$ cat src/rtl/iir_ctrl.sv
// iir_ctrl: buffers the sample stream into the IIR filter, tracks in-flight samples and
// swaps the double-buffered coefficient bank only once the filter pipeline has drained.
module iir_ctrl #(
    parameter int DW = 11,
    parameter int FIFO_DEPTH = 4,
    parameter int MAX_INFLIGHT = 4,
    localparam int AW = $clog2(FIFO_DEPTH),
    localparam int IW = $clog2(MAX_INFLIGHT + 1)
) (
    input  logic          clk,
    input  logic          rst,
    input  logic          s_valid,
    input  logic [DW-1:0] s_data,
    output logic          s_ready,
    input  logic          cfg_we,
    input  logic [1:0]    cfg_addr,
    input  logic [DW-1:0] cfg_wdata,
    input  logic          cfg_commit,
    output logic          cfg_busy,
    output logic          f_vin,
    output logic [DW-1:0] f_din,
    output logic [DW-1:0] f_a1,
    output logic [DW-1:0] f_a1quad,
    output logic [DW-1:0] f_b1,
    output logic [DW-1:0] f_b0,
    input  logic          f_vout,
    output logic [IW-1:0] inflight,
    output logic          err
);
    typedef enum logic [1:0] {RUN, DRAIN, SWAP} stateE;
    stateE state, nextState;
    logic [DW-1:0] mem [FIFO_DEPTH];
    logic [DW-1:0] shadow [4];
    logic [DW-1:0] active [4];
    logic [AW-1:0] wrPtr, rdPtr;
    logic [AW:0] count, countNext;
    logic push, pop, retire;
    assign f_a1 = active[0];
    assign f_a1quad = active[1];
    assign f_b1 = active[2];
    assign f_b0 = active[3];
    // A commit cycle issues nothing, so the drain starts from a settled in-flight count.
    always_comb begin
        push = s_valid && s_ready;
        pop = state == RUN && !cfg_commit && count != '0 && inflight < IW'(MAX_INFLIGHT);
        retire = f_vout && inflight != '0;
        countNext = count + (AW+1)'(push) - (AW+1)'(pop);
        nextState = state == RUN ? (cfg_commit ? DRAIN : RUN) :
                    state == DRAIN ? (inflight == '0 ? SWAP : DRAIN) : RUN;
    end
    always_ff @(posedge clk) begin
        if (push) mem[wrPtr] <= s_data;
    end
    always_ff @(posedge clk) begin
        if (rst) begin
            state <= RUN;
            wrPtr <= '0;
            rdPtr <= '0;
            count <= '0;
            s_ready <= 1'b0;
            f_vin <= 1'b0;
            f_din <= '0;
            inflight <= '0;
            err <= 1'b0;
            cfg_busy <= 1'b0;
            for (int i = 0; i < 4; i++) begin
                shadow[i] <= '0;
                active[i] <= '0;
            end
        end else begin
            if (push) wrPtr <= wrPtr + AW'(1);
            if (pop) begin
                f_din <= mem[rdPtr];
                rdPtr <= rdPtr + AW'(1);
            end
            if (cfg_we) shadow[cfg_addr] <= cfg_wdata;
            if (state == SWAP) active <= shadow;
            f_vin <= pop;
            count <= countNext;
            s_ready <= countNext != (AW+1)'(FIFO_DEPTH);
            inflight <= inflight + IW'(pop) - IW'(retire);
            err <= err || (f_vout && inflight == '0);
            state <= nextState;
            cfg_busy <= nextState != RUN;
        end
    end
endmodule

$ cat config.mk
export PLATFORM = sky130hd
export DESIGN_NAME = iir_ctrl
export DESIGN_NICKNAME = d
export VERILOG_FILES = /design/src/rtl/iir_ctrl.sv
export SDC_FILE = /design/constraint.sdc
export NUM_CORES = 1
export LEC_CHECK = 0
export ABC_AREA = 1
export CAP_MARGIN = 30
export CORE_MARGIN = 3
export CORE_UTILIZATION = 55
export CTS_CLUSTER_DIAMETER = 120
export CTS_CLUSTER_SIZE = 40
export DETAILED_ROUTE_END_ITERATION = 6
export DONT_BUFFER_PORTS = 1
export PLACE_DENSITY = 0.67
export REMOVE_ABC_BUFFERS = 1
export SYNTH_ARGS = -nofsm -noshare
export SYNTH_HDL_FRONTEND = slang
export SYNTH_SLANG_ARGS = --single-unit
$ cat constraint.sdc
create_clock -name clk -period 2.3 [get_ports clk]
set_clock_uncertainty 0.1 [all_clocks]
set_input_delay 0.46 -clock clk [delete_from_list [all_inputs] [get_ports clk]]
set_output_delay 0.46 -clock clk [all_outputs]
set_load 0.005 [all_outputs]
== After elaboration in Yosys (flattened, before gate mapping) ==
Memories as Yosys holds them, arrays and structs flattened. A register that Yosys moved wholly into a read port is not among the register bits.
Cells that the tools add are included.
Word-level totals
  memories kept: 1
  output and inout bits: 62
  input bits: 30
  logic and storage cells: 54
  bits in registers: 104
  RAM bits: 44
Cells by class
  reductions and logical operators: 14
  mux-type cells: 9
  bitwise logic cells: 1
  eq/ne operators: 3
  order comparisons: 3
  add/sub/neg operators: 6
Memory list
  mem: depth 4, width 11, read ports 1, clocked after Yosys merged registers in 1, write ports 1, line 32  | logic [DW-1:0] mem [FIFO_DEPTH];
Operator list (count)
  bitwise mux 44 bit: 1
  demux 11 bit (select 2 bit): 1
  2-to-1 mux 11 bit: 1
  logical AND 1 bit: 7
  adder 3 x 1 -> 3 bit: 2
  2-to-1 mux 2 bit: 3
  nonzero test 3 bit: 2
  subtractor 3 x 1 -> 3 bit: 2
  adder 2 x 1 -> 2 bit, second input constant: 2
  >= comparator 3 bit, second input constant: 1
  logical NOT 3 bit: 1
  less-than comparator 3 x 1 -> 1 bit, second input constant: 1
  less-than comparator 3 bit, second input constant: 1
  2-to-1 mux 1 bit: 3
  inequality test 3 bit, second input constant: 1
  NOT 2 -> 3 bit: 1
  equality test 2 x 1 -> 1 bit, second input constant: 1
  equality test 2 bit, second input constant: 1
  logical NOT 2 bit: 1
  nonzero test 2 bit: 1
  logical NOT 1 bit: 1
  logical OR 1 bit: 1

== Logic depth before layout (Yosys ltp) ==
  depth in word-level cells: 6
  gate-level depth with buffers: 14
  mapped depth without buffers: 14

== Worst setup path before layout ==
OpenSTA, ideal clock, no wires.
  path type: input to register
  start point: input cfg_commit
  end point: register inflight[2]
  data required time: 2.084 ns
  stages on the path: 11
  setup time: 0.116 ns
  setup slack: 0.154 ns
  path buffers: 1
  data arrival time: 1.930 ns
  cells stage by stage: nor2_1 > nand3_4 > buf_6 > ha_1 > inv_1 > ha_1 > inv_1 > fa_1 > inv_1 > and2_1 > nor2_1
On the way
  longest elaborated chain between the ends: 6
RTL lines
  start: declaration: line 18  | input logic cfg_commit,
  logical NOT 1 bit: line 45  | pop = state == RUN && !cfg_commit && count != '0 && inflight < IW'(MAX_INFLIGHT);
  logical AND 1 bit (3 in a row): line 45
  adder 3 x 1 -> 3 bit: line 81  | inflight <= inflight + IW'(pop) - IW'(retire);
  subtractor 3 x 1 -> 3 bit: line 81
  end signal: assignment: line 81
  end: declaration: line 27  | output logic [IW-1:0] inflight,
Every way passes these cells.
A chain may end at the register's enable or synchronous reset.

== Final worst setup path ==
  start point: register state[0]
  end point: register s_ready
On the way
  longest elaborated chain between the ends: 6
RTL lines
  start: declaration: line 31  | stateE state, nextState;
  start signal: assignment: line 83  | state <= nextState;
  logical NOT 2 bit: line 45
  logical AND 1 bit (3 in a row): line 45
  named net pop: line 37  | logic push, pop, retire;
  subtractor 3 x 1 -> 3 bit: line 47  | countNext = count + (AW+1)'(push) - (AW+1)'(pop);
  inequality test 3 bit: line 80  | s_ready <= countNext != (AW+1)'(FIFO_DEPTH);
  end signal: assignment: line 80
  end: declaration: line 14  | output logic s_ready,
The timed path passes the listed nets, and every way through them passes these cells.

==> out/metrics.cfg <==
[pwr]
netSwitchingFraction_pct = 27.9
p_comb_share_pct = 17.1
internal-power_uw = 5470
p_leak_uw = 0.00305
powerDensity_nw_per_um2 = 1100
vdd_drop_max_v = 0.000666
power_frac_clock_pct = 37.0
power_frac_seq_pct = 45.8
switchingPower_uw = 2120

[sta]
min_period_ns = 2.10
grt_setup_unrepaired = false
fin_crit_sh_pct = 91.2
finalSetupTns_ns = 0
finalSetupViolations = 0
max_freq_mhz = 477
hold_viol = 0
holdWs_ns = 0.0361
final_max_slew_viol_count = 0
worst_pin_slew_ns = 0.733
slew_headroom_pct = 51.1

[global_route]
grt_pass1_wl_mm = 20.3
grt_usage_pct = 20.1
grt_max_degree = 82
gr-total-overflow = 0
antenna_found_initial = 0
grt_pass1_vias = 4292

[clocking]
cts_num_sinks = 159
cts_tree = done
cts.clk_slew.worst_paths_ns = 0.06
cts_inserted_buffers = 17
htree_levels = 4
cts_root_buffer = clkbuf_16
clock_latency_ns = 0.42
clk_path_buf_depth = 2

[synthesis]
syn_area_um2 = 6250
ys_warn_count = 0
yosys-top-cells-count = nor2_1, dfxtp_1, inv_1
postSynthAreaPerCell_um2 = 8.68
synth_cell_type_count = 25
synth-async-reset-ratio_pct = 0
synth_top_area_share_pct = 36.8
synth-edff-count = 44
ys_ff_latch = 159
synthTopCellsByArea = dfxtp_1, edfxtp_1, nor2_1, inv_1, nand2_1
yosysSeqAreaShare_pct = 58.0
netlist_instances = 720
synth-main-ff-cell = dfxtp_1
yosys.area.top_type = dfxtp_1
yosys.cell_count.top_type = nor2_1

[layout]
layout-drive-gt1-share_pct = 10.0
synthToLayoutAreaGrowth_pct = 10.8
diodes = 0
nFillCells = 930
nNetsFinal = 757
final_area_um2 = 6920

[die]
io_pins = 92
dieWidth_um = 113
die_y_um = 113
initial_utilization_pct = 56.9
coreArea_um2 = 11000
std_cell_rows = 38
dieArea_um2 = 12700

[status]
status = complete, no violations

[routing]
firstDrtPassIters = 4
ant_nets = 0
wl_met2_mm = 5.89
wl_met3_um = 804
num_vias = 4390
drt-initial-drc-count = 164
wl_per_cell_um = 13.9
drc = 0
wl_met1_mm = 5.11
dr.max_layer_used = met4
via_per_inst = 5.05
drt-total-wl_mm = 12.1

[placed_design]
dp_hpwl_mm = 7.76
port_buffers = 0
gp_congestion = 0.816
placed_area_um2 = 6290

[worst_setup_path]
arrival_ns = 2.29
cp-start-kind = flop
path_class = flop to flop
end_kind = flop
worstPathRequired_ns = 2.49
cp_max_fo = 4

[flow_run]
cap_violations = 0

[hold_path]
hold_path.class = input pin to flop

-- repair_timing --
item	4_1_cts	5_1_grt
gates resized for setup	0	5
setup endpoints to repair	0	2
endpoints found under the hold margin	9	0
buffers inserted	0	1
hold buffers	1	0
-- stage by stage --
stage	total power, uW	setup slack, ns	instances	utilization, %
after global routing	8040	0.00399	870	63.0
final	7590	0.202	870	63.0
after global placement	4720	0.228	836	57.3
after detailed placement	4800	0.113	836	57.3
after CTS	7620	0.0931	869	62.9
after floorplan	4430	0.0789	682	-
-- layout make-up --
class                           count  area, um^2  share of cell area (%)
Clock buffer                       23         500                    7.23
Clock inverter                      9         104                    1.50
Inverter                          109         409                    5.91
Tap cell                          140         175                    2.53
Timing Repair Buffer               16         135                    1.95
Sequential cell                   159        3630                    52.4
Multi-Input combinational cell    414        1970                    28.5
-- cell usage in the layout (no fill, tap or decap), drive strengths merged, types with 2 or more instances in the layout --
| master | instances |
|---|---|
| clkinv | 5 |
| fa | 2 |
| inv | 109 |
| clkinvlp | 2 |
| nand3 | 30 |
| clkbuf | 23 |
| buf | 15 |
| ha | 8 |
| nor2 | 135 |
| o21ai | 91 |
| a21oi | 48 |
| bufinv | 2 |
| dfxtp | 115 |
| nand2 | 96 |
| edfxtp | 44 |
-- logic make-up (layout without fill, tap and decap cells) --
family          after synthesis  count (layout)  share of synthesized area (%)
simple gates                262             262                           16.7
flops                       159             159                           58.0
buf+inv                     147             157                           10.6
compound gates              141             141                           12.3
fa+ha+maj                    10              10                           2.24
xor+xnor                      1               1                          0.140
-- power groups by stage --
stage	clock network, uW	registers (uW)	logic [uW]
finish	2810	3480	1300
global route	2990	3510	1540
CTS	2860	3480	1280
detailed placement	0	3530	1270
global placement	0	3520	1200
floorplan	0	3490	939
-- sequential cells by signal, summed over array words and instances, names as in the netlist --
name,count
inflight,3
wrPtr,2
f_a1quad,11
f_din,11
err,1
cfg_busy,1
count,3
f_vin,1
rdPtr,2
s_ready,1
state,2
mem,44
f_a1,11
f_b0,11
shadow,44
f_b1,11
-- metal layers --
layer  vias up  GRT usage, %
li1       2259             -
met1      2018          23.5
met2        90          32.9
met3        23          7.44
met4         0          9.62
met5         -             0
-- worst max-delay path: stages, from the launching register on --
cell     delay (ns)
dfxtp_1        0.43
nor2_2         0.09
nand3_4        0.09
inv_1          0.06
ha_1           0.26
inv_1          0.04
ha_1           0.19
fa_2           0.35
inv_1          0.06
nand2_1        0.06
nand2_1        0.06
nand2_1        0.06
nand2_1        0.07
a21oi_1        0.06
-- worst paths after layout --
kind,startpoint,to,slack [ns],cells after the start
worst max-delay path,state[0],s_ready,0.20,13
worst min-delay path,s_data[6],mem[3][6],0.04,0
worst max register to register,state[0],s_ready,0.20,13
worst min register to register,shadow[31],f_a1quad[9],0.35,2
(Power assumes the default switching activity.)
